`config.mk`:
```
export PLATFORM = sky130hd
export DESIGN_NAME = dmem_arbiter_flat
export DESIGN_NICKNAME = d
export VERILOG_FILES = /design/src/rtl/dmem_arbiter_if.sv /design/src/rtl/dmem_arbiter.sv /design/src/flat_wrapper.sv
export SDC_FILE = /design/constraint.sdc
export NUM_CORES = 1
export LEC_CHECK = 0
export ABC_AREA = 1
export CORE_ASPECT_RATIO = 1.5
export CORE_MARGIN = 3
export CORE_UTILIZATION = 30
export DETAILED_ROUTE_END_ITERATION = 6
export GPL_TIMING_DRIVEN = 1
export PLACE_DENSITY = 0.66
export SLEW_MARGIN = 20
export SYNTH_ARGS = -nofsm -noshare
export SYNTH_HDL_FRONTEND = slang
export SYNTH_SLANG_ARGS = --single-unit
export TNS_END_PERCENT = 50
```
`constraint.sdc`:
```
create_clock -name clock -period 1.8 [get_ports clock]
set_clock_uncertainty 0.15 [all_clocks]
set_input_delay 0.18 -clock clock [delete_from_list [all_inputs] [get_ports clock]]
set_output_delay 0.18 -clock clock [all_outputs]
set_load 0.005 [all_outputs]
```
`src/rtl/dmem_arbiter_if.sv`:
```
// dmem_arbiter_if
//   Bundles everything the data-memory arbiter talks to except clock and
//   reset. This covers the processor port (p0_*), the loader/debug port
//   (p1_*) and the single-port synchronous dmem (mem_*).
//
//   Port 0 : p0_req, p0_wren, p0_addr, p0_data -> arbiter
//            p0_gnt, p0_rvalid, p0_q           <- arbiter
//   Port 1 : p1_req, p1_wren, p1_lock, p1_addr, p1_data -> arbiter
//            p1_gnt, p1_rvalid, p1_q                    <- arbiter
//   Memory : mem_address, mem_data, mem_wren <- arbiter
//            mem_q (valid one cycle after its address) -> arbiter
//
//   The arbiter uses the slave modport. Requesters and the memory model
//   use the master modport.

interface dmem_arbiter_if #(
    parameter int ADDR_W = 12,
    parameter int DATA_W = 32
);
    logic              p0_req;
    logic              p0_wren;
    logic [ADDR_W-1:0] p0_addr;
    logic [DATA_W-1:0] p0_data;
    logic              p0_gnt;
    logic              p0_rvalid;
    logic [DATA_W-1:0] p0_q;

    logic              p1_req;
    logic              p1_wren;
    logic              p1_lock;
    logic [ADDR_W-1:0] p1_addr;
    logic [DATA_W-1:0] p1_data;
    logic              p1_gnt;
    logic              p1_rvalid;
    logic [DATA_W-1:0] p1_q;

    logic [ADDR_W-1:0] mem_address;
    logic [DATA_W-1:0] mem_data;
    logic              mem_wren;
    logic [DATA_W-1:0] mem_q;

    modport slave (
        input  p0_req, p0_wren, p0_addr, p0_data,
        output p0_gnt, p0_rvalid, p0_q,
        input  p1_req, p1_wren, p1_lock, p1_addr, p1_data,
        output p1_gnt, p1_rvalid, p1_q,
        output mem_address, mem_data, mem_wren,
        input  mem_q
    );

    modport master (
        output p0_req, p0_wren, p0_addr, p0_data,
        input  p0_gnt, p0_rvalid, p0_q,
        output p1_req, p1_wren, p1_lock, p1_addr, p1_data,
        input  p1_gnt, p1_rvalid, p1_q,
        input  mem_address, mem_data, mem_wren,
        output mem_q
    );
endinterface

```
`src/rtl/dmem_arbiter.sv`:
```
// dmem_arbiter
//   Two-port arbiter in front of a single-port synchronous data memory.
//   It issues at most one access per cycle. Grants are combinational, so a
//   requester that is alone wins in the same cycle. When both ports contend,
//   they alternate round-robin. Port 1 can hold the slot with p1_lock for
//   up to LOCK_MAX consecutive grants. After that limit, a waiting port 0
//   gets the slot. Read data comes back one cycle after the grant and is
//   steered to the port that issued the read.
//
//   Ports:
//     clock : single clock, rising edge
//     reset : synchronous, active-high
//     bus   : dmem_arbiter_if.slave (p0_*, p1_*, mem_* signals)
//
//   Parameters:
//     ADDR_W   : dmem word-address width
//     DATA_W   : dmem data width
//     LOCK_MAX : maximum consecutive locked grants to port 1 (1..255)

module dmem_arbiter #(
    parameter int ADDR_W   = 12,
    parameter int DATA_W   = 32,
    parameter int LOCK_MAX = 16
) (
    input  logic          clock,
    input  logic          reset,
    dmem_arbiter_if.slave bus
);
    localparam logic [1:0] IDLE  = 2'd0;
    localparam logic [1:0] OWN0  = 2'd1;
    localparam logic [1:0] OWN1  = 2'd2;
    localparam logic [1:0] LOCK1 = 2'd3;

    localparam logic [7:0] LOCK_LIMIT = 8'(LOCK_MAX);

    logic [1:0]        state_q,      state_d;
    logic              last_grant_q, last_grant_d;   // 1 = port 1 won last
    logic [7:0]        lock_cnt_q,   lock_cnt_d;
    logic              rd_vld_q,     rd_vld_d;
    logic              rd_tag_q,     rd_tag_d;       // port of the pending read
    logic [ADDR_W-1:0] addr_q,       addr_d;
    logic [DATA_W-1:0] data_q,       data_d;
    logic              blank_q;                      // first cycle after reset

    logic issue_en;
    logic locked;
    logic gnt0;
    logic gnt1;

    // Grant selection
    always_comb begin
        issue_en = !reset && !blank_q;
        locked   = (state_q == LOCK1) && bus.p1_req && bus.p1_lock;
        gnt0     = 1'b0;
        gnt1     = 1'b0;
        if (issue_en) begin
            if (locked) begin
                // Once the lock budget is spent, a waiting port 0 takes the slot
                if ((lock_cnt_q >= LOCK_LIMIT) && bus.p0_req) begin
                    gnt0 = 1'b1;
                end else begin
                    gnt1 = 1'b1;
                end
            end else if (bus.p0_req && bus.p1_req) begin
                gnt0 = last_grant_q;
                gnt1 = !last_grant_q;
            end else begin
                gnt0 = bus.p0_req;
                gnt1 = bus.p1_req;
            end
        end
    end

    // Next-state: owner, round-robin history, lock budget, read tag, held bus
    always_comb begin
        state_d      = IDLE;
        last_grant_d = last_grant_q;
        lock_cnt_d   = '0;
        rd_vld_d     = 1'b0;
        rd_tag_d     = rd_tag_q;
        addr_d       = addr_q;
        data_d       = data_q;
        if (gnt0) begin
            state_d      = OWN0;
            last_grant_d = 1'b0;
            rd_vld_d     = !bus.p0_wren;
            rd_tag_d     = 1'b0;
            addr_d       = bus.p0_addr;
            data_d       = bus.p0_data;
        end else if (gnt1) begin
            state_d      = bus.p1_lock ? LOCK1 : OWN1;
            last_grant_d = 1'b1;
            rd_vld_d     = !bus.p1_wren;
            rd_tag_d     = 1'b1;
            addr_d       = bus.p1_addr;
            data_d       = bus.p1_data;
            // The counter is cleared outside LOCK1, so entering the lock starts at 1
            if (bus.p1_lock) begin
                lock_cnt_d = (lock_cnt_q < LOCK_LIMIT) ? lock_cnt_q + 8'd1 : lock_cnt_q;
            end
        end
    end

    always_ff @(posedge clock) begin
        if (reset) begin
            state_q      <= IDLE;
            last_grant_q <= 1'b1;
            lock_cnt_q   <= '0;
            rd_vld_q     <= 1'b0;
            rd_tag_q     <= 1'b0;
            addr_q       <= '0;
            data_q       <= '0;
            blank_q      <= 1'b1;
        end else begin
            state_q      <= state_d;
            last_grant_q <= last_grant_d;
            lock_cnt_q   <= lock_cnt_d;
            rd_vld_q     <= rd_vld_d;
            rd_tag_q     <= rd_tag_d;
            addr_q       <= addr_d;
            data_q       <= data_d;
            blank_q      <= 1'b0;
        end
    end

    // The memory bus shows the granted access, or the last issued one when idle
    assign bus.mem_address = addr_d;
    assign bus.mem_data    = data_d;
    assign bus.mem_wren    = (gnt0 && bus.p0_wren) || (gnt1 && bus.p1_wren);

    assign bus.p0_gnt    = gnt0;
    assign bus.p1_gnt    = gnt1;
    assign bus.p0_rvalid = rd_vld_q && !rd_tag_q;
    assign bus.p1_rvalid = rd_vld_q && rd_tag_q;
    assign bus.p0_q      = bus.mem_q;
    assign bus.p1_q      = bus.mem_q;
endmodule

```
`src/flat_wrapper.sv`:
```
// flat-port wrapper written by rule: the top's interface ports become plain ports
module dmem_arbiter_flat 
#(
    parameter int ADDR_W   = 12,
    parameter int DATA_W   = 32,
    parameter int LOCK_MAX = 16
)
  (clock, reset, bus_p0_req, bus_p0_wren, bus_p0_addr, bus_p0_data, bus_p0_gnt, bus_p0_rvalid, bus_p0_q, bus_p1_req, bus_p1_wren, bus_p1_lock, bus_p1_addr, bus_p1_data, bus_p1_gnt, bus_p1_rvalid, bus_p1_q, bus_mem_address, bus_mem_data, bus_mem_wren, bus_mem_q);
  dmem_arbiter_if #(.ADDR_W(ADDR_W), .DATA_W(DATA_W)) bus_i ();
  input  logic clock;
  input  logic reset;
  input wire logic [$bits(bus_i.p0_req)-1:0] bus_p0_req;
  input wire logic [$bits(bus_i.p0_wren)-1:0] bus_p0_wren;
  input wire logic [$bits(bus_i.p0_addr)-1:0] bus_p0_addr;
  input wire logic [$bits(bus_i.p0_data)-1:0] bus_p0_data;
  output wire logic [$bits(bus_i.p0_gnt)-1:0] bus_p0_gnt;
  output wire logic [$bits(bus_i.p0_rvalid)-1:0] bus_p0_rvalid;
  output wire logic [$bits(bus_i.p0_q)-1:0] bus_p0_q;
  input wire logic [$bits(bus_i.p1_req)-1:0] bus_p1_req;
  input wire logic [$bits(bus_i.p1_wren)-1:0] bus_p1_wren;
  input wire logic [$bits(bus_i.p1_lock)-1:0] bus_p1_lock;
  input wire logic [$bits(bus_i.p1_addr)-1:0] bus_p1_addr;
  input wire logic [$bits(bus_i.p1_data)-1:0] bus_p1_data;
  output wire logic [$bits(bus_i.p1_gnt)-1:0] bus_p1_gnt;
  output wire logic [$bits(bus_i.p1_rvalid)-1:0] bus_p1_rvalid;
  output wire logic [$bits(bus_i.p1_q)-1:0] bus_p1_q;
  output wire logic [$bits(bus_i.mem_address)-1:0] bus_mem_address;
  output wire logic [$bits(bus_i.mem_data)-1:0] bus_mem_data;
  output wire logic [$bits(bus_i.mem_wren)-1:0] bus_mem_wren;
  input wire logic [$bits(bus_i.mem_q)-1:0] bus_mem_q;
  assign bus_i.p0_req = bus_p0_req;
  assign bus_i.p0_wren = bus_p0_wren;
  assign bus_i.p0_addr = bus_p0_addr;
  assign bus_i.p0_data = bus_p0_data;
  assign bus_p0_gnt = bus_i.p0_gnt;
  assign bus_p0_rvalid = bus_i.p0_rvalid;
  assign bus_p0_q = bus_i.p0_q;
  assign bus_i.p1_req = bus_p1_req;
  assign bus_i.p1_wren = bus_p1_wren;
  assign bus_i.p1_lock = bus_p1_lock;
  assign bus_i.p1_addr = bus_p1_addr;
  assign bus_i.p1_data = bus_p1_data;
  assign bus_p1_gnt = bus_i.p1_gnt;
  assign bus_p1_rvalid = bus_i.p1_rvalid;
  assign bus_p1_q = bus_i.p1_q;
  assign bus_mem_address = bus_i.mem_address;
  assign bus_mem_data = bus_i.mem_data;
  assign bus_mem_wren = bus_i.mem_wren;
  assign bus_i.mem_q = bus_mem_q;
  dmem_arbiter #(.ADDR_W(ADDR_W), .DATA_W(DATA_W), .LOCK_MAX(LOCK_MAX)) u_core (.clock(clock), .reset(reset), .bus(bus_i));
endmodule
```
==> run metrics <==
Nets 843; Syn Area/Cell 6.891 µm²; sequential share of the synthesized area 0.3216; die extent in x 95.58 µm; final wirelength 13550 µm; async set or reset register ratio after synthesis 0; Arr. time, crit path 2.07 ns; crit path launch type flop; die area 0.01342 mm²; PortBufs 143; Final Hold Fails 0; first-pass GRT wire length 20820 µm; CP Data Required Time 1.47 ns; final RePlAce weighted congestion 0.7641; fin crit share 1.335; num rows 48; utilization after layout 0.5508; failing checks setup timing; Die Ht 140.4 µm; CP most frequent cell nor2_4; Final WS setup -0.6030 ns; synth-to-layout area growth 77.72%; share of layout cells above drive strength 1 0.4234; Crit. End Element output pin; HPWL after detailed placement 8428 µm; grt total ovfl 0; Detailed Route Iter0 Violations 138; Max VDD drop 0.0004248 V; critical path class reg -> out; setup violators final 89; GRT Util Overall 0.2005; fmax 416.1 MHz; Synth Warn # 0; root buffer cell clkbuf_16; Worst Tran Pin Value 0.5838 ns; DR WL/cell 15.59 µm; initial antenna violation count 2; min Tclk post-route 2.403 ns; Max Cap Viol 0; CTS sink cnt 58; DR vias/cell 4.720; DR vias 4102; EDFF count, synth 0; CP max stage cell dfxtp_2; vias in the first global route 4281; CTS Buf Count 9; largest net degree at the start of global routing 48; htree depth 3; core box area 0.01165 mm²; total negative setup slack -29.74 ns; CP peak stage delay 0.34 ns; number of synthesized register bits 58; # fillers 1086; drt drc 0; dpl ws -0.9175 ns; Yosys cell types 32; outcome complete, but fails checks; CP max FO 7; WP buf/inv 5; CTS clock-pin slew for the worst setup and hold paths 0.05 ns; # IOs 240; top cells by count, synth 100 x nand2_1, 66 x buf_4, 58 x dfxtp_1, 55 x inv_1, 53 x nor2_1; post-synth top area share 0.3216; dominant synthesized flop cell dfxtp_1; drt pass-1 iters 5; RSZ-0062 raised after global routing yes; most numerous cell in the Yosys netlist nand2_1; TritonCTS clock tree built; cell taking the most area after synthesis dfxtp_1; Max Slew Vio Count 0; clk_lat worst skew 0.32 ns; Multi-input gate area 0.001901 mm²; HP Class in -> out; Syn Inst Count 524; headroom to the max-slew limit 0.6108; DRT antenna net count 0; Synth Cell Area 0.003611 mm²; Crit path max-delay family simple AND/OR/NAND/NOR gates; clock buffer depth 2; LEAKAGE 3.180 nW; Initial Utilization 0.3099; register area 0.001170 mm²; Synth area leaders dfxtp_1 32%, buf_4 14%, nand2_1 10%; Syn Nets 653; power density cells 714.1 mW/mm²; critical-path cell list nand2_4, nor2_4, nor2_4, nor2_4, nand2_8, buf_8, buf_12, buf_6, or2_1, nand2_2, inv_1, buf_2
==> cells in the final DEF (no fill, tap or decap), types with 5 or more instances in the layout <==
cell type,instances
dlygate4sd2_1,5
nand3_2,16
buf_6,38
clkbuf_16,11
dfxtp_2,7
inv_2,13
or2_1,16
clkbuf_2,26
buf_4,76
clkdlybuf4s50_1,92
or2_0,14
inv_1,44
buf_12,7
or2_4,12
nand4_1,44
nand3_1,29
nand2_2,34
nor2_2,13
buf_8,8
dfxtp_1,51
nand2_1,64
nor2_1,38
nor2_4,7
buf_2,13
nand2_4,5
==> registers in the layout, indices dropped and copies added (netlist names) <==
| signal | flops |
|---|---|
| u_core.rd_vld_q | 1 |
| u_core.addr_q | 12 |
| u_core.data_q | 32 |
| u_core.lock_cnt_q | 8 |
| u_core.rd_tag_q | 1 |
| u_core.blank_q | 1 |
| u_core.state_q | 2 |
| u_core.last_grant_q | 1 |
==> kinds of logic after synthesis <==
family                     synth area share
and+or+nand+nor                      0.4085
buffers and inverters                0.2443
DFF                                  0.3216
AOI/OAI and AO/OA                   0.01386
xor gates and xnor gates           0.004852
adders and majority gates          0.006929
==> routing by layer <==
metal  GRT usage  wire length [µm]  vias to the layer above  share of wire
li1            -                 -                     1972              -
met1      0.2074              4552                     1890           0.34
met2      0.3413              7145                      151           0.53
met3     0.05266               973                       87          0.072
met4      0.1409               863                        2          0.064
met5           0                13                        -        0.00096
==> worst reg2reg max path, cell delays in order (launching register included) <==
cell	delay (ns)
dfxtp_2	0.34
nand2_4	0.07
buf_6	0.12
o21ai_4	0.19
buf_4	0.14
buf_6	0.18
nand4_1	0.14
nand3_1	0.13
nand2_2	0.07
buf_4	0.13
buf_4	0.12
buf_4	0.12
buf_4	0.12
buf_4	0.12
buf_4	0.12
nor2_1	0.07
==> final cells by class <==
type / instances / share of cell area
timing repair buffer: 274 / 0.4073
multi-input combinational: 313 / 0.2962
sequential: 58 / 0.1823
clock buffer: 13 / 0.04055
inverter: 58 / 0.03470
tap: 150 / 0.02925
clock inverter: 2 / 0.009359
antenna: 1 / 0.0003899
==> stage by stage <==
step	total power, mW	area, µm²	hold WS [ns]	cells
CTS	4.525	6120	0.1925	855
global placement	2.466	5069	0.2101	780
finish	4.583	6417	0.2100	869
detailed placement	2.477	5069	0.2101	780
global route	4.812	6417	0.2100	869
floorplan	1.901	3611	0.05772	524
==> worst paths after layout <==
check	startpoint	end	slack [ns]	cells after the start
worst max register to register	u_core.state_q[0]$_SDFF_PP0_	u_core.data_q[26]$_SDFF_PP0_	-0.59	15
worst min register to register	u_core.lock_cnt_q[6]$_SDFFE_PP0N_	u_core.lock_cnt_q[6]$_SDFFE_PP0N_	0.29	2
worst min-delay path	bus_mem_q[21]	bus_p0_q[21]	0.21	0
worst max-delay path	u_core.state_q[0]$_SDFF_PP0_	bus_mem_data[25]	-0.60	12
==> where the power goes <==
group | total, mW | internal, mW | switching, mW
sequential | 1.40 | 1.37 | 0.0288
clock | 1.84 | 1.28 | 0.557
combinational | 1.35 | 0.809 | 0.541
total | 4.58 | 3.46 | 1.13
==> repair_timing <==
action                     in CTS  in global routing
setup buffers                  54                 35
cloned                          7                  3
setup endpoints to repair      95                 96
pin swaps                      33                 47
gates resized for setup       181                162
hold buffers                    0                  0
(Power assumes the default switching activity.)
==> patch 1: new RTL, same settings <==
`data_q` no longer has a reset.
--- a/src/rtl/dmem_arbiter.sv
+++ b/src/rtl/dmem_arbiter.sv
@@ -110,5 +110,4 @@
             rd_tag_q     <= 1'b0;
             addr_q       <= '0;
-            data_q       <= '0;
             blank_q      <= 1'b1;
         end else begin
@@ -119,7 +118,10 @@
             rd_tag_q     <= rd_tag_d;
             addr_q       <= addr_d;
-            data_q       <= data_d;
             blank_q      <= 1'b0;
         end
+    end
+
+    always_ff @(posedge clock) begin
+        data_q <= data_d;
     end
 
Function: differs if reset is asserted again (counterexample within 4 cycles, from zero or initial values and one cycle with reset high); with reset held inactive, the same outputs for 10 cycles.
==> patch 1 against the original RTL <==
  * The flow still finishes with violations (setup timing)
  * Routed wire length shrank 14%
  * Power grew 1.8%
  * Setup slack gained 0.13 ns
  * Sequential share of layout area grew 1.8 points
  * Final area shrank 8.9%
  * Global-route usage shrank 1.1 points
  * Maximum frequency grew 5.6%
  * Synthesized area shrank 9.9%
  * Sequential cell count is the same
  * Sequential power grew 9%
  * Via count shrank 15%
==> patch 1: results <==
metrics = {
    "global_route": {
        "grt_pass1_wl_mm": 18.0,
    },
    "layout": {
        "diodes": 0,
        "drive_gt1_share_pct": 36.0,
    },
    "outcome": {
        "status": "complete, but fails checks",
        "violations": "setup timing",
    },
    "synth": {
        "ys_seq_area_share_pct": 35.7,
        "synth_adder_area_share_pct": 0.769,
        "synth_compound_area_share_pct": 9.77,
        "synth_nets": 578,
        "synthTopCellsByCount": "nand2_1, buf_4, dfxtp_1",
        "synth.area.top_cells": "dfxtp_1, nand2_1, buf_4",
        "yosys.cell_types.count": 34,
    },
    "sta": {
        "relSlewSlack_pct": 75.2,
        "finalWorstSetupSlack_ns": -0.476,
        "fin_tns_setup_ns": -22.36,
        "setup_viol": 71,
    },
    "critical_path": {
        "rr_endpoint": "u_core.data_q[30]",
        "critPathMaxFanout": 8,
        "cp.arrival_ns": 1.95,
        "ff2ff_setup_slack_ns": -0.46,
    },
    "place": {
        "place_ws_ns": -0.754,
        "dp_hpwl_mm": 6.84,
    },
    "route": {
        "drt-total-wl_mm": 11.7,
        "vias": 3481,
        "drt_iter0_markers": 69,
    },
    "worst_hold_path": {
        "worstHoldStart": "bus_mem_q[8]",
        "worstHoldEndpoint": "bus_p1_q[8]",
    },
    "pwr": {
        "max-vdd-ir-drop_mv": 0.474,
    },
}
[patch 1: final cells by class]
type / count / area [µm²]
clock buffers: 14 / 274
inverters: 58 / 220
fillers: 957 / 4510
flip-flops and latches: 58 / 1170
well taps: 141 / 176
multi-input cells: 248 / 1400
clock inverters: 2 / 10.0
repair buffers: 259 / 2600
[patch 1: metal layers]
metal	up-vias	global-route usage, %	share of wire [%]
li1	1711	-	-
met1	1573	16.9	33
met2	121	36.5	55
met3	76	3.67	6.1
met4	0	14.4	6.2
met5	-	0	0
[patch 1: cells by family after synthesis]
| group | Yosys count |
|---|---|
| compound gates | 39 |
| buf+inv | 143 |
| simple gates | 205 |
| fa+ha+maj | 2 |
| flops | 58 |
| xor+xnor | 2 |
[patch 1: power groups by stage]
stage | Combinational (mW) | Sequential (mW) | Clock (mW)
2_1_floorplan | 0.601 | 1.54 | 0
3_3_place_gp | 1.24 | 1.54 | 0
3_5_place_dp | 1.25 | 1.55 | 0
4_1_cts | 1.45 | 1.53 | 1.65
5_1_grt | 1.68 | 1.54 | 1.71
6_report | 1.53 | 1.53 | 1.61
[patch 1: repair_timing]
action	CTS	global route
hold buffers	0	0
cloned	14	1
buffers inserted	55	15
endpoints found under the setup margin	51	95
pin swaps	65	31
resized for setup	253	19
[patch 1: critical path, cell delays in order (launching register included)]
cell             delay [ns]
dfxtp_2                0.33
nor2_4                 0.12
nand2_2                0.09
buf_6                  0.13
nand3_4                0.07
nand3_4                0.10
buf_12                 0.18
buf_16                 0.15
o211ai_1               0.15
nand2_1                0.08
clkdlybuf4s15_2        0.22
[patch 1: stage by stage]
step	instance area [µm²]	instances
finish	5850	780
global route	5850	780
CTS	5700	765
detailed placement	4570	680
global placement	4570	680
floorplan	3250	449
==> patch 2: new RTL, same settings <==
Made on the original files. `DATA_W` is set to 32 in 3 places; all go to 28.
--- a/src/rtl/dmem_arbiter_if.sv
+++ b/src/rtl/dmem_arbiter_if.sv
@@ -16,5 +16,5 @@
 interface dmem_arbiter_if #(
     parameter int ADDR_W = 12,
-    parameter int DATA_W = 32
+    parameter int DATA_W = 28
 );
     logic              p0_req;
--- a/src/rtl/dmem_arbiter.sv
+++ b/src/rtl/dmem_arbiter.sv
@@ -20,5 +20,5 @@
 module dmem_arbiter #(
     parameter int ADDR_W   = 12,
-    parameter int DATA_W   = 32,
+    parameter int DATA_W   = 28,
     parameter int LOCK_MAX = 16
 ) (
--- a/src/flat_wrapper.sv
+++ b/src/flat_wrapper.sv
@@ -3,5 +3,5 @@
 #(
     parameter int ADDR_W   = 12,
-    parameter int DATA_W   = 32,
+    parameter int DATA_W   = 28,
     parameter int LOCK_MAX = 16
 )
Interface: changed (6 resized); port bits go from 240 to 216. The function was not compared with the original's and may differ.
==> patch 2 against the original RTL <==
  * Highest routed layer is now met4
  * Sequential cell count decreased by 4
  * Synthesized area decreased by 8.6%
  * Final area increased by 0.12%
  * Largest power group is now combinational cells
  * Core utilization increased by 5.3 points
  * The run still ends with setup timing left
  * Setup slack improved by 0.093 ns
  * Critical path type is now reg2reg
  * Combinational power increased by 8%
  * Routed wire length decreased by 5.8%
  * First-iteration DRC count increased by 22%
  * Sequential share of layout area decreased by 1.3 points
  * Power decreased by 17%
==> patch 2: results <==
metrics = {
    "synth": {
        "ys_seq_area_share_pct": 32.8,
        "synth.area.top_cells": "dfxtp_1, buf_4, nand2_1",
        "synth_compound_area_share_pct": 1.29,
        "synthTopCellsByCount": "nand2_1, buf_4, dfxtp_1",
        "synth_adder_area_share_pct": 0.758,
        "synth_nets": 599,
    },
    "outcome": {
        "violations": "setup timing",
        "status": "complete, but fails checks",
    },
    "route": {
        "drt_iter0_markers": 168,
    },
    "place": {
        "placedInstanceArea_um2": 4650,
        "numPortBuffers": 131,
        "place_ws_ns": -0.766,
        "dp_hpwl_mm": 6.80,
        "place_inst": 719,
    },
    "layout": {
        "diodes": 0,
        "top_regs": "u_core.data_q: 28 flops, u_core.addr_q: 12 flops, u_core.lock_cnt_q: 8 flops",
        "nets": 795,
    },
    "pwr": {
        "max-vdd-ir-drop_mv": 0.323,
        "p_leak_nw": 3.15,
    },
    "sta": {
        "finalWorstSetupSlack_ns": -0.510,
        "setup_viol": 86,
    },
    "critical_path": {
        "critPathTopFamily": "buffers and inverters",
        "crit_end": "u_core.data_q[26]",
    },
    "clock_tree": {
        "post_cts_buffers": 127,
        "cts_buffers": 5,
        "clock_latency_ns": 0.29,
    },
    "global_route": {
        "grt_max_degree": 44,
    },
}
-- patch 2: cell count changes in the layout (fill, tap and decap cells not counted), sizes merged, moves of 8 or more --
cell           change
buf               +34
clkbuf            -25
nand2              -9
clkdlybuf4s50      -8
-- patch 2: metal layers --
metal / wire, µm / GRT usage [%] / vias to the layer above
li1: - / - / 1849
met1: 4400 / 19.2 / 1788
met2: 7150 / 39.0 / 120
met3: 664 / 3.87 / 52
met4: 549 / 10.7 / 0
met5: 0 / 0 / -
-- patch 2: report_power, final --
| part | internal [mW] | switching [mW] |
|---|---|---|
| Combinational | 0.884 | 0.574 |
| Clock | 0.630 | 0.417 |
| Sequential | 1.27 | 0.0409 |
-- patch 2: final cells by class --
class / instances / area (µm²)
Sequential cell: 54 / 1090
Inverter: 54 / 210
Clock buffer: 8 / 166
Fill cell: 906 / 4220
Tap cell: 144 / 180
Multi-Input combinational cell: 288 / 1960
Timing Repair Buffer: 275 / 2820
